$ cat config.mk
export PLATFORM = sky130hd
export DESIGN_NAME = regulator_trim_ctrl
export DESIGN_NICKNAME = d
export VERILOG_FILES = /design/src/rtl/regulator_trim_ctrl.sv
export SDC_FILE = /design/constraint.sdc
export NUM_CORES = 1
export LEC_CHECK = 0
export ABC_AREA = 1
export BUFFER_PORTS_ARGS = -buffer_cell sky130_fd_sc_hd__clkbuf_2
export CAP_MARGIN = 10
export CORE_ASPECT_RATIO = 1.2
export CORE_MARGIN = 2
export CORE_UTILIZATION = 23
export DETAILED_ROUTE_END_ITERATION = 12
export GPL_TIMING_DRIVEN = 0
export PLACE_DENSITY = 0.51
export SKIP_LAST_GASP = 1
export SYNTH_ARGS = -nofsm -noshare
export SYNTH_HDL_FRONTEND = slang
export SYNTH_SLANG_ARGS = --single-unit
export TNS_END_PERCENT = 20
$ cat constraint.sdc
create_clock -name clk -period 1.5 [get_ports clk]
set_input_delay 0 -clock clk [delete_from_list [all_inputs] [get_ports clk]]
set_output_delay 0 -clock clk [all_outputs]
set_load 0.005 [all_outputs]
$ cat src/rtl/regulator_trim_ctrl.sv
// SAR trim calibration controller: searches the regulator trim code MSB-first,
// waits SETTLE_CYCLES after each code change, then samples the comparator.
module regulator_trim_ctrl #(
  parameter int unsigned       TRIM_W        = 4,
  parameter int unsigned       SETTLE_CYCLES = 16,
  parameter logic [TRIM_W-1:0] TRIM_DEFAULT  = {1'b1, {(TRIM_W-1){1'b0}}}
) (
  input  logic              clk,
  input  logic              reset_n,
  input  logic              start,
  input  logic              cmp_hi,
  input  logic              cfg_we,
  input  logic [TRIM_W-1:0] cfg_trim,
  output logic [TRIM_W-1:0] trim,
  output logic              busy,
  output logic              done,
  output logic              locked
);

  localparam int unsigned       CNT_W    = $clog2(SETTLE_CYCLES + 1);
  localparam int unsigned       IDX_W    = (TRIM_W > 1) ? $clog2(TRIM_W) : 1;
  localparam logic [CNT_W-1:0]  CNT_LAST = CNT_W'(SETTLE_CYCLES - 1);
  localparam logic [IDX_W-1:0]  IDX_MSB  = IDX_W'(TRIM_W - 1);
  localparam logic [TRIM_W-1:0] TRIM_MSB = {1'b1, {(TRIM_W-1){1'b0}}};

  typedef enum logic [1:0] {
    ST_IDLE   = 2'd0,
    ST_SETTLE = 2'd1,
    ST_SAMPLE = 2'd2,
    ST_DONE   = 2'd3
  } state_e;

  state_e              state_q, state_d;
  logic [IDX_W-1:0]    idx_q, idx_d;
  logic [CNT_W-1:0]    cnt_q, cnt_d;
  logic [TRIM_W-1:0]   trim_q, trim_d;
  logic                busy_q, busy_d;
  logic                done_q, done_d;
  logic                locked_q, locked_d;

  // Next-state and datapath update for the search FSM.
  always_comb begin
    state_d  = state_q;
    idx_d    = idx_q;
    cnt_d    = cnt_q;
    trim_d   = trim_q;
    locked_d = locked_q;
    case (state_q)
      ST_IDLE: begin
        if (start) begin
          trim_d   = TRIM_MSB;
          idx_d    = IDX_MSB;
          cnt_d    = '0;
          locked_d = 1'b0;
          state_d  = ST_SETTLE;
        end else if (cfg_we) begin
          trim_d   = cfg_trim;
          locked_d = 1'b0;
        end else begin
          trim_d   = trim_q;
        end
      end
      ST_SETTLE: begin
        cnt_d = cnt_q + CNT_W'(1);
        if (cnt_q == CNT_LAST) begin
          state_d = ST_SAMPLE;
        end else begin
          state_d = ST_SETTLE;
        end
      end
      ST_SAMPLE: begin
        // vout above target means the code under test is too high: drop the bit.
        if (cmp_hi) begin
          trim_d[idx_q] = 1'b0;
        end else begin
          trim_d[idx_q] = trim_q[idx_q];
        end
        if (idx_q != '0) begin
          trim_d[idx_q - IDX_W'(1)] = 1'b1;
          idx_d   = idx_q - IDX_W'(1);
          cnt_d   = '0;
          state_d = ST_SETTLE;
        end else begin
          locked_d = 1'b1;
          state_d  = ST_DONE;
        end
      end
      ST_DONE: begin
        state_d = ST_IDLE;
      end
      default: begin
        state_d = ST_IDLE;
      end
    endcase
  end

  assign busy_d = (state_d == ST_SETTLE) || (state_d == ST_SAMPLE);
  assign done_d = (state_d == ST_DONE);

  // State and registered outputs; reset drops any partial search.
  always_ff @(posedge clk or negedge reset_n) begin
    if (!reset_n) begin
      state_q  <= ST_IDLE;
      idx_q    <= IDX_MSB;
      cnt_q    <= '0;
      trim_q   <= TRIM_DEFAULT;
      busy_q   <= 1'b0;
      done_q   <= 1'b0;
      locked_q <= 1'b0;
    end else begin
      state_q  <= state_d;
      idx_q    <= idx_d;
      cnt_q    <= cnt_d;
      trim_q   <= trim_d;
      busy_q   <= busy_d;
      done_q   <= done_d;
      locked_q <= locked_d;
    end
  end

  assign trim   = trim_q;
  assign busy   = busy_q;
  assign done   = done_q;
  assign locked = locked_q;

endmodule

== Yosys cells after proc, flatten, opt, wreduce, memory -nomap -nowiden ==
Index checks and enable logic that the tools add are counted.

* $add $sub $neg: 2
* Multiply operators: 0
* Div/mod/pow operators: 0
* $lt $le $gt $ge: 4
* Equal/unequal tests: 11
* Shifts and indexed selects: 0
* Mux-type cells: 27
* Bitwise logic cells: 3
* Reduce and logical (&&, ||, !) cells: 11

{| class="wikitable"
|+ Operators by type and width
! operator !! count
|-
| 4-bit 2-to-1 mux || 5
|-
| 5-bit case mux with 3 select lines || 1
|-
| 2-bit 2-to-1 mux || 5
|-
| 5-bit 2-to-1 mux || 2
|-
| 3-bit AND reduction || 3
|-
| 2-bit == test, second input constant || 4
|-
| 2-bit case mux with 4 select lines || 1
|-
| 4-bit case mux with 2 select lines || 1
|-
| 2-bit by 3-bit < comparator with 1-bit output, second input constant || 2
|-
| 1-bit 2-to-1 mux || 6
|-
| 2-bit != test, second input constant || 3
|-
| 5-bit by 1-bit adder with 5-bit output, second input constant || 1
|-
| 5-bit by 4-bit == test with 1-bit output, second input constant || 1
|-
| 4-bit bitwise AND || 1
|-
| 4-bit bitwise mux || 1
|-
| 1-bit demux with 2-bit select || 2
|-
| 2-bit by 1-bit == test with 1-bit output, second input constant || 2
|-
| 2-bit by 1-bit >= comparator with 1-bit output, second input constant || 2
|-
| 4-bit NOT || 1
|-
| 4-bit bitwise OR || 1
|-
| 2-bit case mux with 2 select lines || 1
|-
| 2-bit nonzero test || 2
|-
| 3-bit != test, second input constant || 1
|-
| 3-bit nonzero test || 1
|-
| other kinds (7) || 8
|}

* Flip-flop bits (word level): 16
* Latch bits: 0
* Memory bits (writable): 0
* Memory bits (read-only): 0
* Input port bits: 9
* Output and inout bits: 7
* Memories kept: 0

== Longest topological paths before layout ==
Gate-level depths: netlist of the first run.

* Depth in word-level cells: 11
* Gate-level depth with buffers: 10

== Worst setup path after synthesis of the first run ==
No wires, ideal clock.

* Kind: register -> register
* Start point: register idx_q[0]
* End point: register cnt_q[1]
* Data arrival time: 1,359 ps
* Data required time: 1,378 ps
* Slack: 20 ps
* Cell stages (with the launch flop): 6
* Buffers on the path: 0
* Clock period less this slack: 1,480 ps
* Cell sequence: dfstp_2 > inv_1 > ha_1 > nor2_1 > o21ai_0 > a32o_1

* Longest elaborated chain between the ends: 3

{| class="wikitable"
|+ Ends and longest elaborated chain
! element !! RTL line !! RTL
|-
| start: declaration || 34 || <nowiki>logic [IDX_W-1:0] idx_q, idx_d;</nowiki>
|-
| start signal: assignment || 112 || <nowiki>idx_q <= idx_d;</nowiki>
|-
| 2-bit nonzero test || 78 || <nowiki>if (idx_q != '0) begin</nowiki>
|-
| 2-bit != test (no source line) || n/a ||
|-
| 3-bit AND reduction (no source line) || n/a ||
|-
| end signal: assignment || 113 || <nowiki>cnt_q <= cnt_d;</nowiki>
|-
| end: declaration || 35 || <nowiki>logic [CNT_W-1:0] cnt_q, cnt_d;</nowiki>
|}

No other way between the ends.
A chain may end at the register's enable or synchronous reset.

== Worst setup path in the final report of the first run ==
* Start point: register cnt_q[0]
* End point: register busy_q, in the netlist busy

* Longest elaborated chain between the ends: 5
* Elaborated cells between the ends (all ways): 6

{| class="wikitable"
|+ Ends and longest elaborated chain
! element !! RTL line !! RTL
|-
| 5-bit by 4-bit == test with 1-bit output (*) || 65 || <nowiki>if (cnt_q == CNT_LAST) begin</nowiki>
|-
| 2-bit 2-to-1 mux (*) || 65 ||
|-
| 2-bit case mux with 4 select lines (*) || 48 || <nowiki>case (state_q)</nowiki>
|-
| named net state_d[0] || 33 || <nowiki>state_e state_q, state_d;</nowiki>
|-
| 2-bit by 1-bit == test with 1-bit output / 2-bit == test (equally long branches) || 97 || <nowiki>assign busy_d = (state_d == ST_SETTLE) || (state_d == ST_SAMPLE);</nowiki>
|-
| 1-bit logical OR (*) || 97 ||
|-
| named net busy_d || 37 || <nowiki>logic busy_q, busy_d;</nowiki>
|-
| end signal: assignment || 115 || <nowiki>busy_q <= busy_d;</nowiki>
|-
| end: declaration || 37 ||
|}

The timed path passes the listed nets; every way through them passes the cells marked *.

==> flow_summary.ini, run 1 <==
[logic_synthesis]
synthAdderAreaFrac = 0.103
synth_commonest_cells = nand2_1, inv_1, dfrtp_1, nor2_1, a21oi_1
synth_area_um2 = 967
syn_area_per_cell_um2 = 7.99
synth_xor_area_frac = 0.0181
synth_top_family_by_area = simple AND/OR/NAND/NOR gates
ys.flop_type = dfrtp_1
ys_seq_area_frac = 0.418
synth_cell_types = 22
synth_seq_cells = 16
synth_edf_count = 0
synth_cells = 121
ys_async_sr_fraction = 1.00
synth_area_leaders = dfrtp_1, nand2_1, ha_1, dfstp_2, inv_1
muxShareOfSynthArea = 0
synth.top_cell.area_share = 0.336
synth-compound-area-share = 0.127
syn_nets = 138
yosysWarnings = 0
synth_top_area_cell = dfrtp_1
synth-simple-area-share = 0.268
yosysMostFrequentCell = nand2_1

[global_route]
grt_overflow = 0
antenna_found_initial = 0
grt_pass1_vias = 857
track_usage = 0.107
grt_pass1_wl_mm = 3.89
grt_max_degree = 17

[run]
maxCapViolCount = 0

[layout]
diodes = 0
syn2layout_area_growth_pct = 30.7
nets = 165
nFillCells = 446
drive_above_1_share = 0.327

[placement]
gp_congestion = 0.830
port_buffers = 15
dp_hpwl_mm = 1.65

[sta]
tns_ns = 0
setup_violations = 0
worstMarginPinSlew_ns = 0.428
finalCritPeriodShare = 0.991
fmax_mhz = 673
final_hold_viol_count = 0
post-route-min-period_ns = 1.49
rsz0062_at_grt = yes
hold_ws_ns = 0.0970
slew_viol_final = 0
maxSlewHeadroom = 0.715
fin_worst_skew_ns = 0.00901

[worst_setup_path]
path_class = reg -> reg
required_ns = 1.64
cp-end-kind = register
crit_path_max_fanout = 2
arrival_ns = 1.62
start_kind = register

[die]
die_w_um = 63.2
die-height_um = 75.0
num_rows = 25
coreArea_um2 = 4000
ios = 16
initial_core_util = 0.242
die_area_um2 = 4740

[power_and_ir_drop]
irDropWorstVdd_mv = 0.284
power_density_nw_per_um2 = 1730
leakagePower_nw = 0.586

[drt]
wl_mm = 2.39
vias_per_cell = 4.50
drt_iter0_markers = 38
dr_total_vias = 904
detail_route.wl_per_cell_um = 11.9
dr.pass1.iters = 4
ant_nets = 0
drc_errors = 0

[clocking]
htree_num_levels = 1
path_clk_slew_ns = 0.07
cts_tree = built
clkLatencyLatePin_ns = 0.26
numClockSinks = 16
cts_buffer_depth = 2
root_buffer = clkbuf_8
numCtsBuffers = 3

[run_status]
outcome = finished clean

[worst_hold_path]
hp-class = in -> reg
[final timing paths]
kind	end	cells after the start	start	slack [ns]
max in group asynchronous	idx_q[1]	2	reset_n	0.97
worst min-delay path	trim[2]	5	cfg_trim[2]	0.1
worst min register to register	locked	1	locked	0.51
worst max register to register	busy	8	cnt_q[0]	0.01
worst max-delay path	busy	8	cnt_q[0]	0.01
min in group asynchronous	locked	2	reset_n	0.20
[cells by family after synthesis]
family          after synthesis
simple gates                 56
xor+xnor                      2
compound gates               22
buf+inv                      17
fa+ha+maj                     8
flops                        16
[report_power, final]
part | total [mW] | switching [mW] | internal (mW)
Sequential | 0.781 | 0.153 | 0.628
Clock | 0.401 | 0.167 | 0.233
Combinational | 1.00 | 0.547 | 0.456
[stage by stage]
| step | cells | util | worst slack (ns) | instance area [um^2] | total power [mW] |
|---|---|---|---|---|---|
| after floorplan | 121 | - | 0.0198 | 967 | 1.36 |
| after global placement | 190 | 0.277 | -0.181 | 1110 | 1.58 |
| after detailed placement | 190 | 0.277 | -0.164 | 1110 | 1.60 |
| after CTS | 199 | 0.301 | -0.0686 | 1200 | 2.08 |
| after global routing | 201 | 0.316 | -0.110 | 1260 | 2.37 |
| final | 201 | 0.316 | 0.0141 | 1260 | 2.18 |
[what timing repair did]
item,4_1_cts,5_1_grt
gates resized for setup,2,14
setup buffers,4,2
endpoints found under the setup margin,10,10
hold buffers,1,0
endpoints found under the hold margin,13,0
pin swaps,1,7
[critical path: stages (launching register included)]
cell,delay (ns)
dfrtp_1,0.36
ha_2,0.19
nand2_1,0.05
nor2_1,0.11
ha_2,0.18
inv_2,0.04
a21oi_2,0.12
nor2_2,0.05
ha_1,0.26
[placed cells by master, fill, tap and decap left out, types with 5 or more instances in the layout]
cell | netlist | final
nand2_1 | 30 | 30
clkbuf_2 | 0 | 15
dfrtp_1 | 13 | 13
inv_1 | 16 | 12
nor2_1 | 10 | 8
nand3_1 | 8 | 8
a21oi_1 | 9 | 7
o21ai_0 | 7 | 6
buf_4 | 0 | 6
ha_1 | 8 | 5
[layout make-up]
cell class / count / area, um^2 / area share
multi-input cells: 88 / 541 / 0.428
inverters: 17 / 66.3 / 0.0525
well taps: 54 / 67.6 / 0.0535
repair buffers: 22 / 130 / 0.103
flip-flops and latches: 16 / 404 / 0.320
clock buffers: 4 / 55.1 / 0.0436
[flip-flops by register name, summed over array words and instances (netlist names)]
name and count:
state_q 2, done 1, trim 4, locked 1, busy 1, cnt_q 5
idx_q 2
[routing by layer]
layer	vias to the layer above	track usage	share of wire
li1	446	-	-
met1	427	0.123	0.43
met2	24	0.186	0.50
met3	7	0.0179	0.028
met4	0	0.0749	0.036
met5	-	0	0
No activity file was read; power rests on OpenSTA's default activity.
==> run 2: changes to the inputs <==
--- a/config.mk
+++ b/config.mk
@@ -13,7 +13,7 @@
 export CORE_UTILIZATION = 23
 export DETAILED_ROUTE_END_ITERATION = 12
 export GPL_TIMING_DRIVEN = 0
-export PLACE_DENSITY = 0.51
+export PLACE_DENSITY = 0.49
 export SKIP_LAST_GASP = 1
 export SYNTH_ARGS = -nofsm -noshare
 export SYNTH_HDL_FRONTEND = slang
==> constraint.sdc (replaced) <==
create_clock -name clk -period 1.9 [get_ports clk]
set_input_delay 0 -clock clk [delete_from_list [all_inputs] [get_ports clk]]
set_output_delay 0 -clock clk [all_outputs]
set_load 0.005 [all_outputs]
==> flow_summary.ini, run 2 (synthesis gave the netlist of run 1 again) <==
[run_status]
outcome = finished clean

[worst_hold_path]
hp-class = in -> reg

[clocking]
cts_buffer_depth = 2
root_buffer = clkbuf_8
cts_tree = built
htree_num_levels = 1
path_clk_slew_ns = 0.07
numClockSinks = 16
clkLatencyLatePin_ns = 0.26
numCtsBuffers = 3
post_cts_buffers = 0

[power_and_ir_drop]
pwr-share-seq = 0.402
leakagePower_nw = 0.560
clkPwrFrac = 0.201
pwr-share-comb = 0.398
netSwitchingFraction = 0.395
irDropWorstVdd_mv = 0.288
total_switching_power_mw = 0.617
power_density_nw_per_um2 = 1330
intPower_mw = 0.946

[sta]
post-route-min-period_ns = 1.70
fmax_mhz = 589
worstMarginPinSlew_ns = 0.459
fin_ws_ns = 0.203
slew_viol_final = 0
maxSlewHeadroom = 0.690
finalCritPeriodShare = 0.893
final_hold_viol_count = 0
hold_ws_ns = 0.0711
rsz0062_at_grt = no
tns_ns = 0
setup_violations = 0
fin_worst_skew_ns = 0.00994

[drt]
dr.pass1.iters = 4
vias_per_cell = 4.42
drt_iter0_markers = 23
dr_total_vias = 861
detail_route.wl_per_cell_um = 10.9
wl_mm = 2.13
drc_errors = 0
ant_nets = 0

[layout]
diodes = 0
regMostFlops = cnt_q
post-route-util = 0.293
nFillCells = 452
largest_reg_flops = 5
drive_above_1_share = 0.206
mostFrequentLayoutCell = nand2_1
syn2layout_area_growth_pct = 21.5
final_cell_mix = nand2_1, inv_1, clkbuf_2
nets = 159

[worst_setup_path]
start_kind = register
path_class = reg -> reg
crit_path_max_fanout = 8
cp-end-kind = register
arrival_ns = 1.84
required_ns = 2.04

[global_route]
grt_overflow = 0
antenna_found_initial = 0
grt_pass1_vias = 817
grt_pass1_wl_mm = 3.73
track_usage = 0.104
grt_max_degree = 17

[placement]
dp_hpwl_mm = 1.64
pre_cts_ws_ns = 0.230
gp_congestion = 0.822
port_buffers = 15

[die]
num_rows = 25
die-height_um = 75.0
ios = 16
coreArea_um2 = 4000
initial_core_util = 0.242
die_w_um = 63.2
die_area_um2 = 4740

[run]
maxCapViolCount = 0
## run 2: worst paths after layout
path	start	endpoint	slack, ns	cells past startpoint
setup / recovery	idx_q[0]	cnt_q[1]	0.20	5
hold / removal	cfg_trim[3]	trim[3]	0.07	5
setup reg to reg	idx_q[0]	cnt_q[1]	0.20	5
hold reg to reg	locked	locked	0.49	1
max in group asynchronous	reset_n	trim[3]	1.38	2
min in group asynchronous	reset_n	trim[1]	0.20	2
## run 2: layer usage
metal / vias up / GRT usage / routed length, um
li1: 432 / - / -
met1: 399 / 0.125 / 956
met2: 25 / 0.175 / 1010
met3: 5 / 0.0239 / 107
met4: 0 / 0.0580 / 51
met5: - / 0 / 0
## run 2: repair_timing
action                                 in CTS  in global routing
hold buffers                                1                  0
endpoints found under the hold margin      13                  0
gates resized for setup                     0                  0
## run 2: critical path, cell delays in order (launching register included)
cell and delay [ns]:
dfstp_2 0.59, inv_1 0.15, ha_1 0.28, nor2_1 0.12, o21ai_0 0.18, a32o_1 0.25
## run 2: power by group through the flow
| stage | clock network, mW | logic (mW) | registers, mW |
|---|---|---|---|
| 3_5_place_dp | 0 | 0.626 | 0.635 |
| 2_1_floorplan | 0 | 0.461 | 0.609 |
| 6_report | 0.314 | 0.622 | 0.628 |
| 4_1_cts | 0.319 | 0.631 | 0.629 |
| 5_1_grt | 0.335 | 0.735 | 0.652 |
| 3_3_place_gp | 0 | 0.618 | 0.632 |
## run 2: layout make-up
class                   instances  area (um^2)  share of cell area
inverters                      17         63.8              0.0543
multi-input cells              88          499               0.425
repair buffers                 16         85.1              0.0724
well taps                      54         67.6              0.0575
clock buffers                   4         55.1              0.0469
flip-flops and latches         16          404               0.344
## run 2: through the flow
step / area [um^2] / total power, mW / std cells
finish: 1170 / 1.56 / 195
global route: 1170 / 1.72 / 195
CTS: 1170 / 1.58 / 195
detailed placement: 1110 / 1.26 / 190
global placement: 1110 / 1.25 / 190
floorplan: 967 / 1.07 / 121
